`src/rtl/jtframe_db15_pkg.sv`:
```
// Shared constants for the DB15 (SNAC) joystick link emulator: default sizes,
// counter-width helper and the bit map of a player's button word.
package jtframe_db15_pkg;

    localparam int NBITS_DEF = 12;
    localparam int W_DEF     = 2 * NBITS_DEF;

    // Bit positions inside one player's button word.
    localparam int JOY_UP    = 0;
    localparam int JOY_DOWN  = 1;
    localparam int JOY_LEFT  = 2;
    localparam int JOY_RIGHT = 3;
    localparam int JOY_B1    = 4;
    localparam int JOY_B2    = 5;
    localparam int JOY_B3    = 6;
    localparam int JOY_B4    = 7;
    localparam int JOY_B5    = 8;
    localparam int JOY_B6    = 9;
    localparam int JOY_START = 10;
    localparam int JOY_COIN  = 11;

    // Width needed to count 0..w inclusive.
    function automatic int bitcnt_w(input int w);
        return $clog2(w + 1);
    endfunction

endpackage

```
`src/rtl/jtframe_db15_sync.sv`:
```
// Two-flop synchroniser for one asynchronous link signal, plus a delay flop
// providing single-cycle rise/fall strobes.
module jtframe_db15_sync #(
    parameter logic RST_VAL = 1'b0
) (
    input  logic clk,
    input  logic rst_n,
    input  logic din,
    output logic q,
    output logic rise,
    output logic fall
);

    logic meta;
    logic q_d;

    // NOTE: the reset value matches the line's idle level so that releasing
    // reset never manufactures a spurious edge.
    always_ff @(posedge clk or negedge rst_n) begin
        if (!rst_n) begin
            meta <= RST_VAL;
            q    <= RST_VAL;
            q_d  <= RST_VAL;
        end else begin
            // NOTE: non-blocking assignments keep the three flops a true chain;
            // blocking would collapse them into one stage.
            meta <= din;
            q    <= meta;
            q_d  <= q;
        end
    end

    assign rise = q & ~q_d;
    assign fall = ~q & q_d;

endmodule

```
`src/rtl/jtframe_db15_joyemu.sv`:
```
// Device end of the DB15 serial joystick link: a 74HC165-style load/shift chain
// holding both players' buttons, clocked by the host through synchronisers.
module jtframe_db15_joyemu
    import jtframe_db15_pkg::*;
#(
    parameter int   NBITS   = NBITS_DEF,
    parameter bit   INVERT  = 1'b1,
    parameter logic SERIN   = 1'b1,
    parameter int   TIMEOUT = 1000000
) (
    input  logic                               clk,
    input  logic                               rst_n,
    input  logic [NBITS-1:0]                   joy1,
    input  logic [NBITS-1:0]                   joy2,
    input  logic                               joy_clk,
    input  logic                               joy_load,
    output logic                               joy_data,
    output logic                               frame_done,
    output logic [bitcnt_w(2*NBITS)-1:0]       bitcnt,
    output logic                               active
);

    localparam int W  = 2 * NBITS;
    localparam int CW = bitcnt_w(W);
    localparam int TW = $clog2(TIMEOUT + 1);

    localparam logic [CW-1:0] CNT_FULL = CW'(W);
    localparam logic [CW-1:0] CNT_LAST = CW'(W - 1);
    localparam logic [TW-1:0] TO_MAX   = TW'(TIMEOUT);
    localparam logic [TW-1:0] TO_LAST  = TW'(TIMEOUT - 1);

    logic          clk_s, clk_rise, clk_fall;
    logic          load_s, load_rise, load_fall;
    logic [W-1:0]  shreg;
    logic [TW-1:0] to_cnt;

    jtframe_db15_sync #(.RST_VAL(1'b0)) u_clk_sync (
        .clk   (clk),
        .rst_n (rst_n),
        .din   (joy_clk),
        .q     (clk_s),
        .rise  (clk_rise),
        .fall  (clk_fall)
    );

    jtframe_db15_sync #(.RST_VAL(1'b1)) u_load_sync (
        .clk   (clk),
        .rst_n (rst_n),
        .din   (joy_load),
        .q     (load_s),
        .rise  (load_rise),
        .fall  (load_fall)
    );

    // Clock level and falling edge, and the load release, carry no action.
    logic unused_edges;
    assign unused_edges = &{1'b0, clk_s, clk_fall, load_rise};

    always_ff @(posedge clk or negedge rst_n) begin
        if (!rst_n) begin
            shreg      <= '1;
            bitcnt     <= '0;
            frame_done <= 1'b0;
        end else begin
            frame_done <= 1'b0;
            // Load is level sensitive and outranks a coincident shift edge.
            if (!load_s) begin
                shreg  <= {W{INVERT}} ^ {joy2, joy1};
                bitcnt <= '0;
            end else if (clk_rise) begin
                shreg <= {SERIN, shreg[W-1:1]};
                if (bitcnt != CNT_FULL) begin
                    bitcnt <= bitcnt + 1'b1;
                end
                frame_done <= (bitcnt == CNT_LAST);
            end
        end
    end

    assign joy_data = shreg[0];

    // Link watchdog: any load falling edge re-arms it.
    always_ff @(posedge clk or negedge rst_n) begin
        if (!rst_n) begin
            to_cnt <= '0;
            active <= 1'b0;
        end else if (load_fall) begin
            to_cnt <= '0;
            active <= 1'b1;
        end else if (to_cnt != TO_MAX) begin
            to_cnt <= to_cnt + 1'b1;
            if (to_cnt == TO_LAST) begin
                active <= 1'b0;
            end
        end
    end

endmodule

```
`config.mk`:
```
export PLATFORM = sky130hd
export DESIGN_NAME = jtframe_db15_joyemu
export DESIGN_NICKNAME = d
export VERILOG_FILES = /design/src/rtl/jtframe_db15_pkg.sv /design/src/rtl/jtframe_db15_sync.sv /design/src/rtl/jtframe_db15_joyemu.sv
export SDC_FILE = /design/constraint.sdc
export NUM_CORES = 1
export LEC_CHECK = 0
export ABC_AREA = 1
export CAP_MARGIN = 40
export CORE_MARGIN = 2
export CORE_UTILIZATION = 55
export CTS_CLUSTER_DIAMETER = 60
export DETAILED_ROUTE_END_ITERATION = 8
export PLACE_DENSITY = 0.79
export SETUP_SLACK_MARGIN = 0.02
export SYNTH_ARGS = -nofsm -noshare
export SYNTH_HDL_FRONTEND = slang
export SYNTH_HIERARCHICAL = 1
export SYNTH_SLANG_ARGS = --single-unit
```
`constraint.sdc`:
```
create_clock -name clk -period 3.8 [get_ports clk]
set_input_delay 0.57 -clock clk [delete_from_list [all_inputs] [get_ports clk]]
set_output_delay 0.57 -clock clk [all_outputs]
set_load 0.02 [all_outputs]
```
==> results.toml, run 1 <==
[power_and_ir_drop]
ir_drop_mv = 0.287
power_density_nw_per_um2 = 435
power_switching_uw = 370
p_leak_nw = 1.40
p_clk_frac = 0.389
switching_share = 0.253
p_int_mw = 1.09
combPwrFrac = 0.118
p_seq_frac = 0.492
power.total_mw = 1.46

[timing]
fin_skew_ns = 0.00936
finalHoldViolCount = 0
max-slew-margin-rel = 0.521
whs_ns = 0.222
fin_crit_ns = 2.16
rsz0062_at_grt = "no"
setup-violations-final = 0
tightest_slew_ns = 0.719
worst_slack_ns = 1.64
drv_slew = 0
post-route-period-util = 0.567
timing.fmax_mhz = 464
fin_setup_tns_ns = 0

[cts]
clk_pin_slew_worst_paths_ns = 0.07
cts_buffers = 9
htreeDepth = 3
cts.sinks = 57
post_cts_buffers = 0
cts_resized = 0
hold_buffers = 0
cts_max_path_buffers = 2
insertion_delay_ns = 0.33
cts_tree = "done"
cts_root_buf = "clkbuf_8"

[placed_design]
dpl_worst_slack_ns = 1.72
numPortBuffers = 35
dp.cells = 415
postPlaceCellArea_um2 = 3160
hpwl_um = 3930
gp_congestion = 0.841

[grt]
grt_pass1_vias = 2167
grt_overflow_total = 0
grt_util_all_layers = 0.231
grt_pass1_wl_um = 9720
antenna_found_initial = 0
grt_max_degree = 45

[synth]
synth_warnings = 6
syn_area_per_cell_um2 = 8.64
syn_area_um2 = 2770
syn_inst = 321
syn_nets = 353

[worst_setup_path]
path_class = "reg2reg"
cp-start-kind = "register"
worstPathArrival_ns = 2.40
r2r_slack_ns = 1.64
cp_max_fo = 44
critPathCaptureType = "register"
worstPathRequired_ns = 4.05

[floorplan]
initial_core_util = 0.579
die_w_um = 75
coreArea_um2 = 4790
io_pins = 36
die_area_um2 = 5630
core.rowCount = 25
die_y_um = 75

[finish]
diodes = 0
utilization = 0.702
instances_no_fill = 431
final_nets = 391
drive_above_1_share = 0.179
syn_to_final_growth_pct = 21.3
stdcell_area_um2 = 3360

[detailed_routing]
drtIter0Drc = 129
first_pass_iters = 5
num_vias = 2258
routedWlPerCell_um = 13.2
ant_nets = 0
routed_wl_um = 5700
remaining_drc_errors = 0
viasPerCell = 5.24

[run_status]
status = "complete, no violations"

[job]
drv_cap = 0

[hold_path]
min_path_type = "in2async"
==> area by class of cell <==
type,instances,area [um2]
tap,67,83.8
timing repair buffer,37,360
clock inverter,3,40.0
sequential,57,1460
clock buffer,13,159
fill,376,1420
multi-input combinational,210,1090
inverter,44,165
==> worst paths after layout <==
path,endpoint,depth (start not counted),startpoint
worst max register to register,bitcnt[3],6,u_load_sync/q
worst min register to register,u_clk_sync/q,0,u_clk_sync/meta
min in group clk,u_clk_sync/q,0,u_clk_sync/meta
max in group asynchronous,u_load_sync/q_d,2,rst_n
worst min-delay path,to_cnt[5],1,rst_n
worst max-delay path,bitcnt[3],6,u_load_sync/q
==> power groups by stage <==
stage,sequential [mW],combinational [mW],clock (mW)
after floorplan,0.720,0.104,0
after global placement,0.728,0.170,0
after detailed placement,0.729,0.173,0
after CTS,0.719,0.175,0.579
after global routing,0.728,0.199,0.604
final,0.720,0.173,0.569
==> layer usage <==
layer / vias up / track usage / part of all wire / wire length [um]
met4: 0 / 0.0972 / 0.017 / 95
met5: - / 0 / 0 / 0
met3: 8 / 0.0442 / 0.043 / 247
met1: 1067 / 0.325 / 0.49 / 2770
met2: 47 / 0.353 / 0.45 / 2590
li1: 1136 / - / - / -
==> state kept, by name, indices dropped and copies added, names as in the netlist <==
| register | flops |
|---|---|
| shreg | 24 |
| to_cnt | 20 |
| bitcnt | 5 |
| active | 1 |
| frame_done | 1 |
| u_clk_sync/meta | 1 |
| u_clk_sync/q | 1 |
| u_clk_sync/q_d | 1 |
| u_load_sync/meta | 1 |
| u_load_sync/q | 1 |
| u_load_sync/q_d | 1 |
==> critical path: stages (launching register included) <==
cell	delay (ns)
dfstp_2	1.00
inv_2	0.14
nor2_4	0.36
inv_2	0.20
nand4_1	0.14
o21ai_1	0.07
a21oi_1	0.16
==> cell usage in the layout, fill, tap and decap left out, drive strengths merged, types with 2 or more instances in the layout <==
master         instances
ha                     4
clkbuf                13
nand3                 23
nand4                  6
a21oi                 12
clkinv                 2
nand2                 75
clkdlybuf4s50         34
buf                    3
o211ai                 3
o221ai                19
inv                   44
dfstp                 27
nor3                   4
o21ai                 14
dfrtp                 30
nor2                  46
(Power assumes the default switching activity.)
==> inputs of run 2 (changes only) <==
Settings changed: CORE_UTILIZATION 55 to 49, PLACE_DENSITY 0.79 to 0.75.
Clock period 3.8 ns to 1.85 ns, I/O delays scaled along.
==> run 2 against run 1 <==
  * Critical path depth shrank 5
  * Worst hold slack gained 0.13 ns
  * Non-clock buffer count increased by 4
  * Flip-flop and latch count unchanged
  * First-iteration DRC count rose by 43%
  * Routed wire length rose by 1.7%
  * Global-route usage fell by 2.3 points
  * Sequential share of layout area fell by 0.35 points
  * Cell area increased by 0.82%
  * Largest power group unchanged
  * Clock-buffer cell count unchanged
==> results.toml, run 2 (synthesis gave the netlist of run 1 again) <==
[cts]
cts_max_path_buffers = 2
insertion_delay_ns = 0.33
clk_pin_slew_worst_paths_ns = 0.06
cts_root_buf = "clkbuf_8"
htreeDepth = 3
cts.sinks = 57
cts_tree = "done"
cts_buffers = 9
cts_resized = 0

[floorplan]
die_area_um2 = 6280
coreArea_um2 = 5470
io_pins = 36
initial_core_util = 0.507
core.rowCount = 27
die_y_um = 79.2
die_w_um = 79.2

[grt]
use_met2 = 0.320
grt_max_degree = 38
grt.busiest_layer = "met2"
grt_overflow_total = 0
grt_util_all_layers = 0.208
grt_pass1_vias = 2236
met1_usage = 0.282
antenna_found_initial = 0
use_met3 = 0.0443
grt_pass1_wl_um = 10100

[timing]
rsz0062_at_grt = "no"
fin_crit_ns = 1.73
tightest_slew_ns = 0.548
fin_setup_tns_ns = 0
timing.fmax_mhz = 578
finalHoldViolCount = 0
max-slew-margin-rel = 0.632
post-route-period-util = 0.936
fin_skew_ns = 0.00826
drv_slew = 0
setup-violations-final = 0

[worst_setup_path]
cp_cell_sequence = "clkdlybuf4s50_1"
cp_max_fo = 2
cp_top_family = "buffers and inverters"
crit_buf_inv = 1
slowest_stage = "clkdlybuf4s50_1"
crit_path_max_incr_delay_ns = 0.59
worstPathRequired_ns = 1.57
path_class = "reg2out"
cp-start-kind = "register"
worstPathArrival_ns = 1.45
critPathCaptureType = "output pin"

[placed_design]
numPortBuffers = 35
hpwl_um = 3980
postPlaceCellArea_um2 = 3200
gp_congestion = 0.811

[detailed_routing]
routedWlPerCell_um = 13.2
viasPerCell = 5.17
ant_nets = 0
remaining_drc_errors = 0
first_pass_iters = 4
num_vias = 2273
routed_wl_um = 5800
drtIter0Drc = 184

[finish]
final_nets = 395
final_common_cell = "nand2_1"
syn_to_final_growth_pct = 22.2
reg_top3 = "shreg x24, to_cnt x20, bitcnt x5"
stdcell_area_um2 = 3390
drive_above_1_share = 0.182
diodes = 0
layout_common_cells = "71 x nand2_1, 39 x inv_1, 37 x nor2_1"
largest_register_ffs = 24
largest_register = "shreg"

[power_and_ir_drop]
p_leak_nw = 1.41
power_density_nw_per_um2 = 851
ir_drop_mv = 0.511

[job]
drv_cap = 0

[hold_path]
min_path_type = "reg2reg"

[run_status]
status = "complete, no violations"
run 2: cell types whose count changed in the layout (fill, tap and decap cells not counted):
cell,change
buf_12,+1
buf_4,+2
bufinv_16,-1
clkbuf_1,+1
clkbuf_16,+1
clkbuf_8,-2
clkinv_2,+1
dlygate4sd3_1,+1
run 2: timing repair:
| item | 4_1_cts | 5_1_grt |
|---|---|---|
| endpoints found under the hold margin | 8 | 0 |
| endpoints found under the setup margin | 0 | 0 |
| hold buffers | 1 | 0 |
| buffers inserted | 0 | 0 |
run 2: path summary, 6_finish.rpt:
kind	slack, ns	start	depth (start not counted)	endpoint
worst max-delay path	0.12	shreg[0]	1	joy_data
worst min register to register	0.35	u_clk_sync/meta	0	u_clk_sync/q
max in group asynchronous	0.79	rst_n	3	shreg[18]
worst max register to register	0.22	u_load_sync/q	4	to_cnt[3]
worst min-delay path	0.35	u_clk_sync/meta	0	u_clk_sync/q
min in group asynchronous	0.44	rst_n	2	active
run 2: per-layer routing:
layer | vias to the layer above | part of all wire
li1 | 1144 | -
met1 | 1068 | 0.48
met2 | 52 | 0.46
met3 | 9 | 0.044
met4 | 0 | 0.016
met5 | - | 0
run 2: cell type report:
type | count | area [um2]
fillers | 494 | 2080
flip-flops and latches | 57 | 1460
multi-input cells | 210 | 1090
repair buffers | 41 | 405
inverters | 44 | 165
clock buffers | 13 | 160
well taps | 72 | 90.1
clock inverters | 3 | 15.0
run 2: metrics by stage:
| step | worst slack, ns | cells | power (mW) | hold slack [ns] | util |
|---|---|---|---|---|---|
| after floorplan | 0.480 | 321 | 1.69 | -0.0181 | - |
| after global placement | 0.324 | 423 | 1.85 | 0.266 | 0.586 |
| after detailed placement | 0.225 | 423 | 1.87 | 0.270 | 0.586 |
| after CTS | 0.108 | 440 | 2.90 | 0.348 | 0.619 |
| after global routing | 0.0715 | 440 | 3.01 | 0.342 | 0.619 |
| final | 0.119 | 440 | 2.88 | 0.349 | 0.619 |
run 2: power by group:
| part | internal (mW) | total, mW | switching [mW] | leakage [nW] |
|---|---|---|---|---|
| Sequential | 1.39 | 1.47 | 0.0809 | 0.683 |
| Clock | 0.562 | 1.04 | 0.474 | 0.0923 |
| Combinational | 0.169 | 0.376 | 0.207 | 0.637 |
==> inputs of run 3 (changes only) <==
Settings changed: CORE_MARGIN 2 to default.
==> run 3 against run 2 <==
  * Sequential share of layout area decreased by 0.61 points
  * Cell count unchanged
  * Largest power group unchanged
  * Worst setup slack got worse by 0.0087 ns
  * Critical path type unchanged
==> results.toml, run 3 (synthesis gave the netlist of run 1 again) <==
[cts]
cts_tree = "done"
htreeDepth = 3
insertion_delay_ns = 0.33
cts_max_path_buffers = 2
cts_buffers = 9
cts_root_buf = "clkbuf_8"
post_cts_buffers = 0
cts.sinks = 57
clk_pin_slew_worst_paths_ns = 0.07

[worst_setup_path]
cp_top_family = "buffers and inverters"
cp_cell_sequence = "clkdlybuf4s50_1"
crit_buf_inv = 1
worstPathRequired_ns = 1.57
cp_max_fo = 2
cp-start-kind = "register"
critPathCaptureType = "output pin"
worstPathArrival_ns = 1.46
crit_path_max_incr_delay_ns = 0.59
path_class = "reg2out"
slowest_stage = "clkdlybuf4s50_1"

[detailed_routing]
viasPerCell = 5.25
wl_met2_um = 2670
met3_wirelength_um = 246
routedWlPerCell_um = 13.1
num_vias = 2309
drtIter0Drc = 197
first_pass_iters = 4
remaining_drc_errors = 0
routed_wl_um = 5760
wl_met1_um = 2730
top_layer = "met4"
ant_nets = 0

[grt]
antenna_found_initial = 0
grt_util_all_layers = 0.215
grt_overflow_total = 0
grt_pass1_vias = 2189
grt_pass1_wl_um = 9910
grt_max_degree = 35

[finish]
final_common_cell = "nand2_1"
utilization = 0.628
diodes = 0
layout_common_cells = "71 x nand2_1, 39 x inv_1, 37 x nor2_1"
drive_above_1_share = 0.190
largest_register = "shreg"
largest_register_ffs = 24
fillers = 467
final_nets = 395
reg_top3 = "shreg x24, to_cnt x20, bitcnt x5"
syn_to_final_growth_pct = 24.0

[power_and_ir_drop]
power_density_nw_per_um2 = 904
ir_drop_mv = 0.596
p_leak_nw = 1.44

[timing]
setup-violations-final = 0
rsz0062_at_grt = "no"
max-slew-margin-rel = 0.650
post-route-period-util = 0.940
timing.fmax_mhz = 575
fin_skew_ns = 0.00736
finalHoldViolCount = 0
tightest_slew_ns = 0.525
fin_setup_tns_ns = 0
fin_crit_ns = 1.74
drv_slew = 0

[placed_design]
gp_congestion = 0.805
hpwl_um = 3960
numPortBuffers = 35

[hold_path]
min_path_type = "reg2reg"

[floorplan]
die_y_um = 77.2
io_pins = 36
initial_core_util = 0.507
coreArea_um2 = 5470
core.rowCount = 27
die_area_um2 = 5960
die_w_um = 77.2

[job]
drv_cap = 0

[run_status]
status = "complete, no violations"
[run 3: final cells by class]
| type | count | area (um2) | share of cell area |
|---|---|---|---|
| Clock buffer | 13 | 179 | 0.0520 |
| Inverter | 44 | 165 | 0.0480 |
| Timing Repair Buffer | 41 | 405 | 0.118 |
| Tap cell | 72 | 90.1 | 0.0262 |
| Sequential cell | 57 | 1460 | 0.425 |
| Multi-Input combinational cell | 210 | 1090 | 0.318 |
| Clock inverter | 3 | 45.0 | 0.0131 |
[run 3: metal layers]
layer,vias to the layer above,GRT usage
met5,-,0
met2,58,0.331
met4,0,0.109
met3,14,0.0405
li1,1143,-
met1,1094,0.288
[run 3: what timing repair did]
item                      4_1_cts  5_1_grt
gates resized for setup         0        0
hold buffers                    1        0
hold endpoints to repair       13        0
[run 3: final timing paths]
path                                       from      endpoint  slack [ns]  cells past startpoint
worst max-delay path                   shreg[0]      joy_data        0.11                      1
worst min-delay path            u_clk_sync/meta  u_clk_sync/q        0.35                      0
worst max register to register    u_load_sync/q    to_cnt[11]        0.18                      4
worst min register to register  u_clk_sync/meta  u_clk_sync/q        0.35                      0
max in group asynchronous                 rst_n     shreg[14]        0.80                      3
min in group asynchronous                 rst_n     to_cnt[4]        0.44                      2
[run 3: where the power goes]
group          switching (mW)  leakage, nW  internal [mW]
clock network           0.493        0.116          0.772
registers              0.0777        0.683           1.39
logic                   0.207        0.637          0.170
[run 3: stage by stage]
stage	setup WS (ns)	hold slack [ns]	std cells	cell area, um2	total power, mW
after floorplan	0.480	-0.0181	321	2770	1.69
after global placement	0.290	0.264	423	3200	1.85
after detailed placement	0.210	0.269	423	3200	1.86
after CTS	0.0903	0.352	440	3440	3.13
after global routing	0.0560	0.362	440	3440	3.26
final	0.110	0.353	440	3440	3.11
